<file path="src/rtl/shiftreg_pkg.sv">
// rtl/shiftreg_pkg.sv - shared state encoding for the 74HC595 chain driver
package shiftreg_pkg;

  localparam int STATE_W = 2;

  typedef enum logic [STATE_W-1:0] {
    ST_IDLE   = 2'd0,
    ST_BIT_LO = 2'd1,
    ST_BIT_HI = 2'd2,
    ST_LATCH  = 2'd3
  } state_e;

endpackage

</file>
<file path="src/rtl/shiftreg_phase_tick.sv">
// rtl/shiftreg_phase_tick.sv - phase timer, ticks on the last cycle of each CLK_DIV-long phase
module shiftreg_phase_tick #(
  parameter int CLK_DIV = 2
) (
  input  logic i_clk,
  input  logic i_rst_n,
  input  logic i_Restart,
  output logic o_Tick
);

  localparam int            PW   = $clog2(CLK_DIV + 1);
  localparam logic [PW-1:0] LAST = PW'(CLK_DIV - 1);

  logic [PW-1:0] cnt_q, cnt_d;

  assign o_Tick = (cnt_q == LAST);

  // Count 0..CLK_DIV-1 and wrap, so consecutive phases chain without a restart.
  always_comb begin
    cnt_d = cnt_q;
    if (i_Restart || (cnt_q == LAST)) begin
      cnt_d = '0;
    end else begin
      cnt_d = cnt_q + 1'b1;
    end
  end

  // Phase counter register.
  always_ff @(posedge i_clk or negedge i_rst_n) begin
    if (!i_rst_n) begin
      cnt_q <= '0;
    end else begin
      cnt_q <= cnt_d;
    end
  end

endmodule

</file>
<file path="src/rtl/shiftreg_chain.sv">
// rtl/shiftreg_chain.sv - serial driver for a 74HC595 chain (optional /OE control: SHIFTREG_OE_EN)
module shiftreg_chain
  import shiftreg_pkg::*;
#(
  parameter int CHAIN_LEN = 2,
  parameter int CLK_DIV   = 2,
  parameter int LSB_FIRST = 0
) (
  input  logic                   i_clk,
  input  logic                   i_rst_n,
  input  logic [8*CHAIN_LEN-1:0] i_Data,
  input  logic                   i_Valid,
  output logic                   o_Ready,
  output logic                   o_Busy,
  output logic                   o_RCLK,
  output logic                   o_SRCLK,
  output logic                   o_SER
`ifdef SHIFTREG_OE_EN
  ,
  input  logic                   i_Blank,
  output logic                   o_OE_n
`endif
);

  localparam int            W        = 8 * CHAIN_LEN;
  localparam int            BW       = $clog2(W);
  localparam logic [BW-1:0] LAST_BIT = BW'(W - 1);

  state_e         state_q, state_d;
  logic [W-1:0]   shift_q, shift_d;
  logic [W-1:0]   buf_q, buf_d;
  logic           buf_full_q, buf_full_d;
  logic [BW-1:0]  bit_cnt_q, bit_cnt_d;
  logic           ready_q, busy_q, rclk_q, srclk_q, ser_q;
  logic           ser_d;
  logic           xfer;
  logic           tick;

  shiftreg_phase_tick #(
    .CLK_DIV (CLK_DIV)
  ) u_phase (
    .i_clk     (i_clk),
    .i_rst_n   (i_rst_n),
    .i_Restart (state_q == ST_IDLE),
    .o_Tick    (tick)
  );

  assign xfer = i_Valid && ready_q;

  // Frame sequencing, hold-buffer bookkeeping and bit shifting.
  always_comb begin
    state_d    = state_q;
    shift_d    = shift_q;
    buf_d      = buf_q;
    buf_full_d = buf_full_q;
    bit_cnt_d  = bit_cnt_q;

    // A transfer while a frame is in flight parks the word in the buffer.
    if (xfer && (state_q != ST_IDLE)) begin
      buf_d      = i_Data;
      buf_full_d = 1'b1;
    end

    case (state_q)
      ST_IDLE: begin
        if (xfer) begin
          shift_d   = i_Data;
          bit_cnt_d = '0;
          state_d   = ST_BIT_LO;
        end
      end
      ST_BIT_LO: begin
        if (tick) state_d = ST_BIT_HI;
      end
      ST_BIT_HI: begin
        if (tick) begin
          if (bit_cnt_q == LAST_BIT) begin
            state_d = ST_LATCH;
          end else begin
            state_d   = ST_BIT_LO;
            bit_cnt_d = bit_cnt_q + 1'b1;
            shift_d   = (LSB_FIRST != 0) ? (shift_q >> 1) : (shift_q << 1);
          end
        end
      end
      ST_LATCH: begin
        if (tick) begin
          if (buf_full_q) begin
            shift_d    = buf_q;
            buf_full_d = 1'b0;
            bit_cnt_d  = '0;
            state_d    = ST_BIT_LO;
          end else if (xfer) begin
            // A word arriving on the final latch cycle goes straight to the shifter.
            shift_d    = i_Data;
            buf_full_d = 1'b0;
            bit_cnt_d  = '0;
            state_d    = ST_BIT_LO;
          end else begin
            state_d = ST_IDLE;
          end
        end
      end
      default: state_d = ST_IDLE;
    endcase

    ser_d = 1'b0;
    if (state_d != ST_IDLE) begin
      ser_d = (LSB_FIRST != 0) ? shift_d[0] : shift_d[W-1];
    end
  end

  // State, data path and pin registers; pins are decoded from the next state so they line up with it.
  always_ff @(posedge i_clk or negedge i_rst_n) begin
    if (!i_rst_n) begin
      state_q    <= ST_IDLE;
      shift_q    <= '0;
      buf_q      <= '0;
      buf_full_q <= 1'b0;
      bit_cnt_q  <= '0;
      ready_q    <= 1'b1;
      busy_q     <= 1'b0;
      rclk_q     <= 1'b0;
      srclk_q    <= 1'b0;
      ser_q      <= 1'b0;
    end else begin
      state_q    <= state_d;
      shift_q    <= shift_d;
      buf_q      <= buf_d;
      buf_full_q <= buf_full_d;
      bit_cnt_q  <= bit_cnt_d;
      ready_q    <= !buf_full_d;
      busy_q     <= (state_d != ST_IDLE);
      rclk_q     <= (state_d == ST_LATCH);
      srclk_q    <= (state_d == ST_BIT_HI);
      ser_q      <= ser_d;
    end
  end

  assign o_Ready = ready_q;
  assign o_Busy  = busy_q;
  assign o_RCLK  = rclk_q;
  assign o_SRCLK = srclk_q;
  assign o_SER   = ser_q;

`ifdef SHIFTREG_OE_EN
  logic oe_armed_q, oe_n_q;
  logic latch_done;

  assign latch_done = (state_q == ST_LATCH) && tick;

  // Keep the chain dark until a real frame has been latched, then follow blanking.
  always_ff @(posedge i_clk or negedge i_rst_n) begin
    if (!i_rst_n) begin
      oe_armed_q <= 1'b0;
      oe_n_q     <= 1'b1;
    end else begin
      oe_armed_q <= oe_armed_q | latch_done;
      oe_n_q     <= (oe_armed_q | latch_done) ? i_Blank : 1'b1;
    end
  end

  assign o_OE_n = oe_n_q;
`endif

endmodule

</file>
<file path="config.mk">
export PLATFORM = sky130hd
export DESIGN_NAME = shiftreg_chain
export DESIGN_NICKNAME = d
export VERILOG_FILES = /design/src/rtl/shiftreg_pkg.sv /design/src/rtl/shiftreg_phase_tick.sv /design/src/rtl/shiftreg_chain.sv
export SDC_FILE = /design/constraint.sdc
export NUM_CORES = 1
export LEC_CHECK = 0
export CORE_MARGIN = 8
export CORE_UTILIZATION = 56
export DETAILED_ROUTE_END_ITERATION = 8
export PLACE_DENSITY_LB_ADDON = 0.08
export SYNTH_ARGS = -nofsm -noshare
export SYNTH_HDL_FRONTEND = slang
export SYNTH_SLANG_ARGS = --single-unit
</file>
<file path="constraint.sdc">
create_clock -name i_clk -period 2.4 [get_ports i_clk]
set_clock_uncertainty 0.15 [all_clocks]
set_input_delay 0.48 -clock i_clk [delete_from_list [all_inputs] [get_ports i_clk]]
set_output_delay 0.48 -clock i_clk [all_outputs]
set_load 0.005 [all_outputs]
</file>
==> results.md <==
- CTS Root Cell: clkbuf_8
- Place WS: 108 ps
- Hold-fix buffers, CTS: 0
- Synth Area per Inst: 10.1 um2
- Final hold vios: 0
- Syn_nets: 244
- Area occupied by multi-input gates: 986 um2
- Post-Syn Area: 0.00224 mm2
- Slowest CP cell: a21oi_2
- Std cell rows: 23
- CP Cell Sequence: nand4b_1 -> a21oi_2 -> a221o_1 -> a22o_1
- Critical Path RT: 2490 ps
- CP Capture Type: flip-flop
- Detail Route Antenna Nets: 0
- CTS Buf Count: 5
- Measured slew at the worst slew-check pin: 669 ps
- CTS tree: yes
- Slew margin rel.: 0.554
- Worst EP arrival: 2170 ps
- Power Density: 1160 mW/mm2
- Antenna violations before repair: 0
- Flops & latches, synth: 46
- Core area: 0.00391 mm2
- Post-synth cell types: 38
- Adder-Cell Fraction of Synth Area: 0.0168
- Io pins: 24
- Ys Warns: 0
- Avg WL per Cell: 16.7 um
- Gpl congestion: 0.806
- RSZ-0062 raised after global routing: no
- Clk sinks: 46
- Vias: 1,735
- Crit path kind: flip-flop to flip-flop
- Minimum clock period: 2080 ps
- Final net count: 267
- Final Max Slew Viols: 0
- DRT Pass-1 Iters: 4
- # diodes: 0
- Global-route wire length before repair: 8200 um
- CP Launch Type: flip-flop
- Sequential cell area: 0.00115 mm2
- R2r worst-path depth: 4
- Max VDD drop: 0.562 mV
- Compound-gate portion of the synthesized area: 0.219
- Tcrit/Tclk final: 0.866
- DR DRC count: 0
- Fin Setup TNS: 0 ps
- Cell count after synthesis: 222
- Area growth syn-to-layout: 15.9%
- Total GRT Usage: 0.164
- Register area share after synthesis: 0.515
- DIE AREA: 0.00628 mm2
- Starting Density: 0.572
- Max incr delay on CP: 600 ps
- Die Ht: 79.2 um
- Number of synthesized flops with an enable pin: 0
- Final WS setup: 321 ps
- Final wirelength: 4950 um
- Final setup viols: 0
- XOR/XNOR Fraction of Synth Area: 0
- 1st-iter DRT viols: 170
- Width of the die: 79.2 um
- Post-cts gate resize count: 0
- H-tree Lvls: 2
- Vias in the first global route: 1,731
- Largest net degree at the start of global routing: 47
- Flop2flop setup slack: 320 ps
- Fmax: 0.481 GHz
- PortBufs: 23
- Max FO, Critical Path: 15
- Static Leak: 1.22 nW
- Hold WC Path Type: primary input to asynchronous set/reset pin
- Placed insts: 288
- Top FF cell, synth: dfrtp_1
- Post-Synth Simple-Gate Area: 0.189
- Reg clk slew, reported paths: 90 ps
- FILL cells: 315
- Async S/R FF share, synth: 1.00
- Post-CTS Setup Bufs: 0
- Layout cells sized above 1: 0.110
- Post-route non-filler standard cell count: 296
- R2R Path End: shift_q[10]
- Buf/Inv on CP: 0
- Max Root-Sink Buffers: 2
- Clock latency on the worst-skew pair: 300 ps
- Post-layout util: 0.663
- Number of max-cap violations: 0
- Hpwl dp: 3360 um
- Critical R2R Launch: state_q[0]
- Vias/cell: 5.86
- GR Overflow Total: 0
- Mux cell area share after synthesis: 0.0151
- Outcome: complete, no violations
- Largest family of logic cells by synthesized area: compound AO/OA/AOI/OAI gates
- Critical path's top delay family: compound AO/OA/AOI/OAI gates
==> layout by cell type, fill, tap and decap left out, types with 2 or more instances in the layout <==
master / n
nand2_1: 48
dfrtp_1: 45
clkdlybuf4s50_1: 22
a22o_1: 18
and2_1: 15
a221o_1: 13
o21ai_0: 10
inv_1: 7
buf_4: 7
nor2_1: 5
a31oi_1: 5
clkbuf_8: 5
a21boi_0: 4
nand3_1: 4
a21oi_1: 3
mux2_2: 3
ha_1: 3
nor2b_1: 2
nand4b_1: 2
nor3_1: 2
and3_1: 2
==> worst max path at each step <==
| stage | cells after the start | from | end | slack (ps) |
|---|---|---|---|---|
| CTS | 4 | state_q[0] | shift_q[10] | 330 |
| finish | 4 | state_q[0] | shift_q[10] | 320 |
| floorplan | 8 | u_phase.cnt_q[1] | shift_q[10] | 520 |
| global route | 4 | state_q[0] | shift_q[10] | 160 |
| global placement | 5 | i_Valid | shift_q[13] | 180 |
| detailed placement | 5 | i_Valid | shift_q[10] | 110 |
==> registers in the layout, summed over array words and instances, names as in the netlist <==
signal,cells
buf_q,16
shift_q,16
bit_cnt_q,4
state_q,2
u_phase.cnt_q,2
buf_full_q,1
o_Busy,1
o_RCLK,1
o_Ready,1
o_SER,1
o_SRCLK,1
==> layout make-up <==
| class | instances | share of cell area |
|---|---|---|
| tap | 50 | 0.0241 |
| multi-input combinational | 155 | 0.380 |
| inverter | 7 | 0.0101 |
| timing repair buffer | 30 | 0.107 |
| sequential | 46 | 0.444 |
| clock inverter | 3 | 0.00820 |
| clock buffer | 5 | 0.0265 |
==> through the flow <==
step	power [mW]	hold slack, ps	instance area [um2]
after CTS	3.02	114	2590
after floorplan	2.12	34.4	2240
final	3.00	106	2590
after detailed placement	2.53	307	2500
after global routing	3.21	152	2590
after global placement	2.46	299	2500
==> where the power goes <==
| group | internal, mW | switching, mW | leakage, nW |
|---|---|---|---|
| Clock | 0.205 | 0.271 | 0.0441 |
| Sequential | 1.12 | 0.240 | 0.597 |
| Combinational | 0.535 | 0.632 | 0.582 |
==> cell usage after synthesis (all sizes together), types with 4 or more instances <==
master  number  share of area
and2        15          0.042
o21ai       11          0.026
a221o       13          0.058
nand2       48          0.080
clkbuf       6          0.010
dfrtp       45           0.50
a21oi        4          0.011
a22o        18          0.070
a21boi       4          0.013
inv          7          0.012
nand3        5          0.013
buf          8          0.023
nor2         5         0.0084
a31oi        5          0.014
==> logic make-up (layout without fill, tap and decap cells) <==
family / Yosys count / in the layout
compound gates: 62 / 62
fa+ha+maj: 3 / 3
simple gates: 87 / 87
buf+inv: 21 / 45
flops: 46 / 46
mux: 3 / 3
==> worst register-to-register path: stages, from the launching register on <==
cell and delay, ps:
dfrtp_1 590, nand4b_1 270, a21oi_2 600, a221o_1 280, a22o_1 130
==> routing by layer <==
layer / GRT usage / part of all wire
met4: 0.0611 / 0.012
met2: 0.247 / 0.47
met1: 0.213 / 0.45
met5: 0 / 0
met3: 0.0542 / 0.067
Note: power is estimated with default switching activity, not from simulation.
